`config.mk`:
```
export PLATFORM = sky130hd
export DESIGN_NAME = muldiv_unit_flat
export DESIGN_NICKNAME = d
export VERILOG_FILES = /design/src/rtl/muldiv_pkg.sv /design/src/rtl/muldiv_if.sv /design/src/rtl/muldiv_iter.sv /design/src/rtl/muldiv_unit.sv /design/src/flat_wrapper.sv
export SDC_FILE = /design/constraint.sdc
export NUM_CORES = 1
export LEC_CHECK = 0
export CORE_MARGIN = 2
export CORE_UTILIZATION = 45
export DETAILED_ROUTE_END_ITERATION = 8
export HOLD_SLACK_MARGIN = 0.06
export PLACE_DENSITY = 0.6
export SYNTH_ARGS = -nofsm -noshare
export SYNTH_HDL_FRONTEND = slang
export SYNTH_SLANG_ARGS = --single-unit
```
`constraint.sdc`:
```
create_clock -name clk -period 13.2 [get_ports clk]
set_input_delay 2.64 -clock clk [delete_from_list [all_inputs] [get_ports clk]]
set_output_delay 2.64 -clock clk [all_outputs]
set_load 0.01 [all_outputs]
```
`src/rtl/muldiv_pkg.sv`:
```
// Shared types and constants for the multiply/divide unit.
package muldiv_pkg;

  typedef enum logic [2:0] {
    OP_NONE  = 3'd0,
    OP_MULT  = 3'd1,
    OP_MULTU = 3'd2,
    OP_DIV   = 3'd3,
    OP_DIVU  = 3'd4,
    OP_MTHI  = 3'd5,
    OP_MTLO  = 3'd6,
    OP_RSVD  = 3'd7
  } op_t;

  typedef enum logic {
    S_IDLE = 1'b0,
    S_RUN  = 1'b1
  } state_t;

  localparam int unsigned ITERS   = 32;
  localparam logic [31:0] DIV0_LO = 32'hFFFF_FFFF;

endpackage

```
`src/rtl/muldiv_if.sv`:
```
// Request/result bundle between the execute stage and the mul/div unit.
interface muldiv_if
  import muldiv_pkg::*;
#(
  parameter int unsigned WIDTH = 32
) ();

  logic             start;
  op_t              op;
  logic [WIDTH-1:0] a;
  logic [WIDTH-1:0] b;
  logic             busy;
  logic             done;
  logic [WIDTH-1:0] hi;
  logic [WIDTH-1:0] lo;

  modport master (output start, op, a, b, input busy, done, hi, lo);
  modport slave  (input start, op, a, b, output busy, done, hi, lo);

endinterface

```
`src/rtl/muldiv_iter.sv`:
```
// Unsigned iterative core: shift-add multiply / restoring divide on magnitudes.
module muldiv_iter
  import muldiv_pkg::*;
#(
  parameter int unsigned WIDTH = 32,
  parameter int unsigned ITERS = muldiv_pkg::ITERS
) (
  input  logic               clk,
  input  logic               reset,
  input  logic               load_i,
  input  logic               step_i,
  input  logic               is_div_i,
  input  logic [WIDTH-1:0]   mag_a_i,
  input  logic [WIDTH-1:0]   mag_b_i,
  output logic [2*WIDTH-1:0] result_o,
  output logic               last_o
);

  localparam int unsigned CW = $clog2(ITERS);

  logic [2*WIDTH-1:0] acc_q, acc_d;
  logic [WIDTH-1:0]   opnd_q;
  logic               div_q;
  logic [CW-1:0]      cnt_q;

  logic [WIDTH:0]     sum;
  logic [WIDTH:0]     diff;
  logic [2*WIDTH-1:0] shifted;

  always_comb begin
    acc_d   = acc_q;
    sum     = {1'b0, acc_q[2*WIDTH-1:WIDTH]} + {1'b0, opnd_q};
    shifted = {acc_q[2*WIDTH-2:0], 1'b0};
    // Partial remainder after the shift can reach WIDTH+1 bits; bit WIDTH of diff is the borrow.
    diff    = acc_q[2*WIDTH-1:WIDTH-1] - {1'b0, opnd_q};
    if (div_q) begin
      if (!diff[WIDTH]) acc_d = {diff[WIDTH-1:0], shifted[WIDTH-1:1], 1'b1};
      else              acc_d = shifted;
    end else begin
      if (acc_q[0]) acc_d = {sum, acc_q[WIDTH-1:1]};
      else          acc_d = {1'b0, acc_q[2*WIDTH-1:1]};
    end
  end

  // The result is the value being registered on the final step, so the wrapper can write HI/LO on that edge.
  assign result_o = acc_d;
  assign last_o   = step_i && (cnt_q == CW'(ITERS - 1));

  always_ff @(posedge clk) begin
    if (reset) begin
      acc_q  <= '0;
      opnd_q <= '0;
      div_q  <= 1'b0;
      cnt_q  <= '0;
    end else if (load_i) begin
      acc_q  <= {{WIDTH{1'b0}}, (is_div_i ? mag_a_i : mag_b_i)};
      opnd_q <= is_div_i ? mag_b_i : mag_a_i;
      div_q  <= is_div_i;
      cnt_q  <= '0;
    end else if (step_i) begin
      acc_q  <= acc_d;
      cnt_q  <= last_o ? '0 : cnt_q + 1'b1;
    end
  end

endmodule

```
`src/rtl/muldiv_unit.sv`:
```
// Multi-cycle multiply/divide unit with HI/LO registers.
// Optional MULDIV_SINGLE_CYCLE_MULT_EN: multiplies complete at the accept edge via '*'.
module muldiv_unit
  import muldiv_pkg::*;
#(
  parameter int unsigned WIDTH = 32,
  parameter int unsigned ITERS = muldiv_pkg::ITERS
) (
  input  logic     clk,
  input  logic     reset,
  muldiv_if.slave  bus
);

  state_t             state_q, state_d;
  logic [WIDTH-1:0]   hi_q, hi_d, lo_q, lo_d;
  logic               done_q, done_d;
  logic               neg_q, rem_neg_q, div_q, div0_q;
  logic [WIDTH-1:0]   a_q;

  logic               is_signed, is_div, a_neg, b_neg, load;
  logic [WIDTH-1:0]   mag_a, mag_b, quo, rem;
  logic [2*WIDTH-1:0] raw, prod;
  logic               last;

`ifdef MULDIV_SINGLE_CYCLE_MULT_EN
  logic [2*WIDTH-1:0] ext_a, ext_b, fast_prod;
  assign ext_a     = {{WIDTH{is_signed & bus.a[WIDTH-1]}}, bus.a};
  assign ext_b     = {{WIDTH{is_signed & bus.b[WIDTH-1]}}, bus.b};
  // Sign-extended operands make the truncated 2W-bit product correct for both signednesses.
  assign fast_prod = ext_a * ext_b;
`endif

  assign is_signed = (bus.op == OP_MULT) || (bus.op == OP_DIV);
  assign is_div    = (bus.op == OP_DIV)  || (bus.op == OP_DIVU);
  assign a_neg     = is_signed && bus.a[WIDTH-1];
  assign b_neg     = is_signed && bus.b[WIDTH-1];
  assign mag_a     = a_neg ? -bus.a : bus.a;
  assign mag_b     = b_neg ? -bus.b : bus.b;

  muldiv_iter #(.WIDTH(WIDTH), .ITERS(ITERS)) u_iter (
    .clk      (clk),
    .reset    (reset),
    .load_i   (load),
    .step_i   (state_q == S_RUN),
    .is_div_i (is_div),
    .mag_a_i  (mag_a),
    .mag_b_i  (mag_b),
    .result_o (raw),
    .last_o   (last)
  );

  assign quo  = neg_q     ? -raw[WIDTH-1:0]       : raw[WIDTH-1:0];
  assign rem  = rem_neg_q ? -raw[2*WIDTH-1:WIDTH] : raw[2*WIDTH-1:WIDTH];
  assign prod = neg_q     ? -raw                  : raw;

  always_comb begin
    state_d = state_q;
    hi_d    = hi_q;
    lo_d    = lo_q;
    done_d  = 1'b0;
    load    = 1'b0;
    case (state_q)
      S_IDLE: begin
        if (bus.start) begin
          case (bus.op)
            OP_MTHI: hi_d = bus.a;
            OP_MTLO: lo_d = bus.a;
            OP_MULT, OP_MULTU: begin
`ifdef MULDIV_SINGLE_CYCLE_MULT_EN
              hi_d   = fast_prod[2*WIDTH-1:WIDTH];
              lo_d   = fast_prod[WIDTH-1:0];
              done_d = 1'b1;
`else
              load    = 1'b1;
              state_d = S_RUN;
`endif
            end
            OP_DIV, OP_DIVU: begin
              load    = 1'b1;
              state_d = S_RUN;
            end
            default: ;
          endcase
        end
      end
      S_RUN: begin
        if (last) begin
          state_d = S_IDLE;
          done_d  = 1'b1;
          if (div_q && div0_q) begin
            hi_d = a_q;
            lo_d = DIV0_LO;
          end else if (div_q) begin
            hi_d = rem;
            lo_d = quo;
          end else begin
            hi_d = prod[2*WIDTH-1:WIDTH];
            lo_d = prod[WIDTH-1:0];
          end
        end
      end
      default: state_d = S_IDLE;
    endcase
  end

  always_ff @(posedge clk) begin
    if (reset) begin
      state_q   <= S_IDLE;
      hi_q      <= '0;
      lo_q      <= '0;
      done_q    <= 1'b0;
      neg_q     <= 1'b0;
      rem_neg_q <= 1'b0;
      div_q     <= 1'b0;
      div0_q    <= 1'b0;
      a_q       <= '0;
    end else begin
      state_q <= state_d;
      hi_q    <= hi_d;
      lo_q    <= lo_d;
      done_q  <= done_d;
      if (load) begin
        neg_q     <= a_neg ^ b_neg;
        rem_neg_q <= a_neg;
        div_q     <= is_div;
        div0_q    <= (bus.b == '0);
        a_q       <= bus.a;
      end
    end
  end

  assign bus.busy = (state_q == S_RUN);
  assign bus.done = done_q;
  assign bus.hi   = hi_q;
  assign bus.lo   = lo_q;

endmodule
```
`src/flat_wrapper.sv`:
```
// flat-port wrapper written by rule: the top's interface ports become plain ports
module muldiv_unit_flat import muldiv_pkg::*;
#(
  parameter int unsigned WIDTH = 32,
  parameter int unsigned ITERS = muldiv_pkg::ITERS
)
  (clk, reset, bus_start, bus_op, bus_a, bus_b, bus_busy, bus_done, bus_hi, bus_lo);
  muldiv_if #(.WIDTH(WIDTH)) bus_i ();
  input  logic clk;
  input  logic reset;
  input wire logic [$bits(bus_i.start)-1:0] bus_start;
  input wire logic [$bits(bus_i.op)-1:0] bus_op;
  input wire logic [$bits(bus_i.a)-1:0] bus_a;
  input wire logic [$bits(bus_i.b)-1:0] bus_b;
  output wire logic [$bits(bus_i.busy)-1:0] bus_busy;
  output wire logic [$bits(bus_i.done)-1:0] bus_done;
  output wire logic [$bits(bus_i.hi)-1:0] bus_hi;
  output wire logic [$bits(bus_i.lo)-1:0] bus_lo;
  assign bus_i.start = bus_start;
  assign bus_i.op = bus_op;
  assign bus_i.a = bus_a;
  assign bus_i.b = bus_b;
  assign bus_busy = bus_i.busy;
  assign bus_done = bus_i.done;
  assign bus_hi = bus_i.hi;
  assign bus_lo = bus_i.lo;
  muldiv_unit #(.WIDTH(WIDTH), .ITERS(ITERS)) u_core (.clk(clk), .reset(reset), .bus(bus_i));
endmodule
```
==> results.md <==
- CP Capture Type: flip-flop
- Syn Inst Count: 2507
- Pre-CTS setup slack: 6020 ps
- Hold Crit Class: flip-flop to flip-flop
- Worst-Margin Slew: 1220 ps
- Reg2Reg Depth: 23
- Cts bufs inserted: 26
- Setup crit start kind: flip-flop
- Synthesis-to-layout area growth: 13.8%
- Initial core utilization: between 40% and 50%
- Total gr overflow: 0
- Synth area leaders: dfxtp_1, nand2_1, a21oi_1
- Routability cong.: 1.01
- Iter 0 DRT Violations: between 2000 and 2500
- Syn nets: 2649
- Multi-input gate area: around 13000 um2
- PortBufs: 135
- Top-count cell post-synth: nand2_1
- Routed wire length per instance: roughly 25 um
- Yosys warnings: 0
- Worst reg2reg startpoint: u_core.u_iter.acc_q[31]$_SDFFE_PP0P_
- Worst-path clk slew: ~60 ps
- Setup CP Type: flip-flop to flip-flop
- Clk_lat worst skew: 570 ps
- Crit path to: u_core.bus.hi[26]$_SDFFE_PP0P_
- CTS tree: yes
- DP Area: 19500 um2
- Post-route ant nets: 0
- Yosys top cell by area: dfxtp_1
- Final Skew: 32.0 ps
- Final period util: 56.4%
- Vias/cell: 6.49
- Die Wd: 203 um
- EDFF count, synth: 0
- Number of synthesized register bits: a little over 200
- Via count: 19900
- Router iterations before antenna repair: 6
- Top-Level Pins: 136
- Main synth FF type: dfxtp_1
- PostCTS Resize Cnt: 0
- Critical Path Source: u_core.u_iter.acc_q[31]$_SDFFE_PP0P_
- Clock Sinks: 203
- Top cells by count, synth: nand2_1, nor2_1, a21oi_1
- Non-Filler Instances: 3068
- Flop-to-flop setup slack: 5750 ps
- Largest net degree at the start of global routing: 92
- Post-placement cell count: 3020
- Final Hold Viols: 0
- Mapped cell area: ~18000 um2
- Syn_area_per_cell: approximately 7.1 um2
- Max Clock Freq: 134 MHz
- Die ar.: 41300 um2
- Gr usage total: between 30% and 40%
- Vias in the first global route: 18300
- CTS root buffer: clkbuf_16
- Async set-reset flop share out of synthesis: 0%
- Post-route setup TNS: 0 ps
- Min Tclk post-route: 7450 ps
- Status: finished, final reports clean
- Leak: 7.38 nW
- WP data required: 13590 ps
- Worst Path Arrival: between 7000 and 8000 ps
- Number of max-cap violations: 0
- ANT cells: 0
- Final setup vio count: 0
- R2r endpoint: u_core.bus.hi[26]$_SDFFE_PP0P_
- Cts hold-fix bufs: 0
- FP Rows: 72
- Detailed Route WL: 76800 um
- Share of the synthesized area in the top cell type: 22.7%
- H-tree Lvls: 1
- FF/Latch Area: 4070 um2
- Unique masters post-synth: 98
- Maximum vdd drop: 101 uV
- Detailed placement HPWL: 59200 um
- Power Density: around 120 nW/um2
- Max_slew headroom: 17.8%
- Slew Viols, Final: 0
- Share of cells above drive strength 1: 5.25%
- Max clock buf depth: 3
- Die height: 203 um
- Nets@finish: around 2700
- Antenna violations before repair: 2
- Fin area: 20300 um2
- Global-route wire length before repair: 114000 um
- RSZ-0062 raised after global routing: no
- Crit Path Max Fanout: 17
- Seq/Total Area, Yosys: a little under a quarter
- Post-CTS setup buffer count: 0
- Layout fillers: just under 4000
- CORE AREA: 38900 um2
- Final worst slack: 5750 ps
- DRC violations left: 0
==> power by group <==
part	switching, mW	internal [mW]	leakage (nW)
Combinational	0.626	0.321	5.30
Clock	0.303	0.423	0.422
Sequential	0.0423	0.647	1.65
==> worst min-delay path by stage <==
stage	startpoint	endpoint	slack (ps)	cells after the start
2_1_floorplan	u_core.a_q[11]$_SDFFE_PP0P_	u_core.a_q[11]$_SDFFE_PP0P_	430	2
6_report	u_core.a_q[10]$_SDFFE_PP0P_	u_core.a_q[10]$_SDFFE_PP0P_	460	2
3_5_place_dp	u_core.a_q[20]$_SDFFE_PP0P_	u_core.a_q[20]$_SDFFE_PP0P_	450	2
3_3_place_gp	u_core.a_q[5]$_SDFFE_PP0P_	u_core.a_q[5]$_SDFFE_PP0P_	440	2
4_1_cts	u_core.a_q[20]$_SDFFE_PP0P_	u_core.a_q[20]$_SDFFE_PP0P_	450	2
5_1_grt	u_core.a_q[20]$_SDFFE_PP0P_	u_core.a_q[20]$_SDFFE_PP0P_	470	2
==> routing by layer <==
| layer | track usage (%) | wire length [um] | up-vias |
|---|---|---|---|
| li1 | - | - | 9255 |
| met1 | 47.9 | 31600 | 9529 |
| met2 | 57.2 | 34500 | 942 |
| met3 | 3.93 | 5680 | 195 |
| met4 | 21.0 | 5010 | 4 |
| met5 | 0 | 25 | - |
==> area by class of cell <==
type,count,area share [%]
clock buffer,37,3.75
clock inverter,11,0.529
inverter,68,1.26
multi-input combinational,2068,63.6
sequential,203,20.0
tap,518,3.19
timing repair buffer,163,7.67
==> state kept, by name (all words and copies together), names as in the netlist <==
signal / flops
u_core.div_q: 1
u_core.rem_neg_q: 1
u_core.u_iter.opnd_q: 32
u_core.bus.lo: 32
u_core.bus.hi: 32
u_core.bus.done: 1
u_core.neg_q: 1
u_core.bus.busy: 1
u_core.u_iter.cnt_q: 5
u_core.a_q: 32
u_core.u_iter.acc_q: 64
u_core.div0_q: 1
==> worst max-delay path, cell delays in order, from the launching register on <==
cell and delay [ps]:
dfxtp_1 410, inv_1 70, ha_1 230, fa_1 420
nor2b_1 230, o2111ai_1 160, a2111oi_1 560, o21ai_1 270
a21oi_2 830, nor3_2 110, a21oi_1 190, ha_1 180
inv_1 60, a2111oi_0 580, nand4b_1 340, nor4_1 660
nand4b_1 280, a21oi_1 440, o22ai_1 220, nor3_1 370
nand3_1 120, o31ai_1 260, xnor2_1 160, a21oi_1 80
==> cell families after synthesis <==
family | count (synthesis) | share of synthesized area, %
multiplexers | 90 | 5.16
buffers and inverters | 236 | 5.13
AND/OR/NAND/NOR | 985 | 25.9
AO/OA/AOI/OAI | 789 | 29.5
flip-flops | 203 | 22.7
adder cells (fa/ha/maj) | 72 | 5.13
XOR/XNOR | 132 | 6.47
==> per-stage QoR <==
| step | util [%] | total power, mW | hold slack (ps) |
|---|---|---|---|
| CTS | 52.2 | 2.34 | 453 |
| global route | 52.2 | 2.46 | 469 |
| global placement | 50.0 | 1.62 | 439 |
| finish | 52.2 | 2.36 | 455 |
| floorplan | - | 1.30 | 433 |
| detailed placement | 50.0 | 1.62 | 445 |
==> layout by cell type, fill, tap and decap left out, types with 17 or more instances in the layout <==
cell and count:
xor2_1 59, a2111oi_0 20, dfxtp_1 201, nand4_1 25
o211ai_1 39, nand2_1 331, ha_1 70, o21ai_0 137
a31oi_1 27, a21o_1 37, mux2i_1 74, o31ai_1 26
inv_1 66, a211oi_1 72, nand2b_1 20, or3_1 27
buf_4 29, nor3_1 79, clkdlybuf4s50_1 134, and2_1 19
nor2_1 278, nor4_1 17, nand3_1 62, clkbuf_16 26
nor2b_1 40, xnor2_1 73, a21oi_1 233
Power figures use the tool's default switching activity.
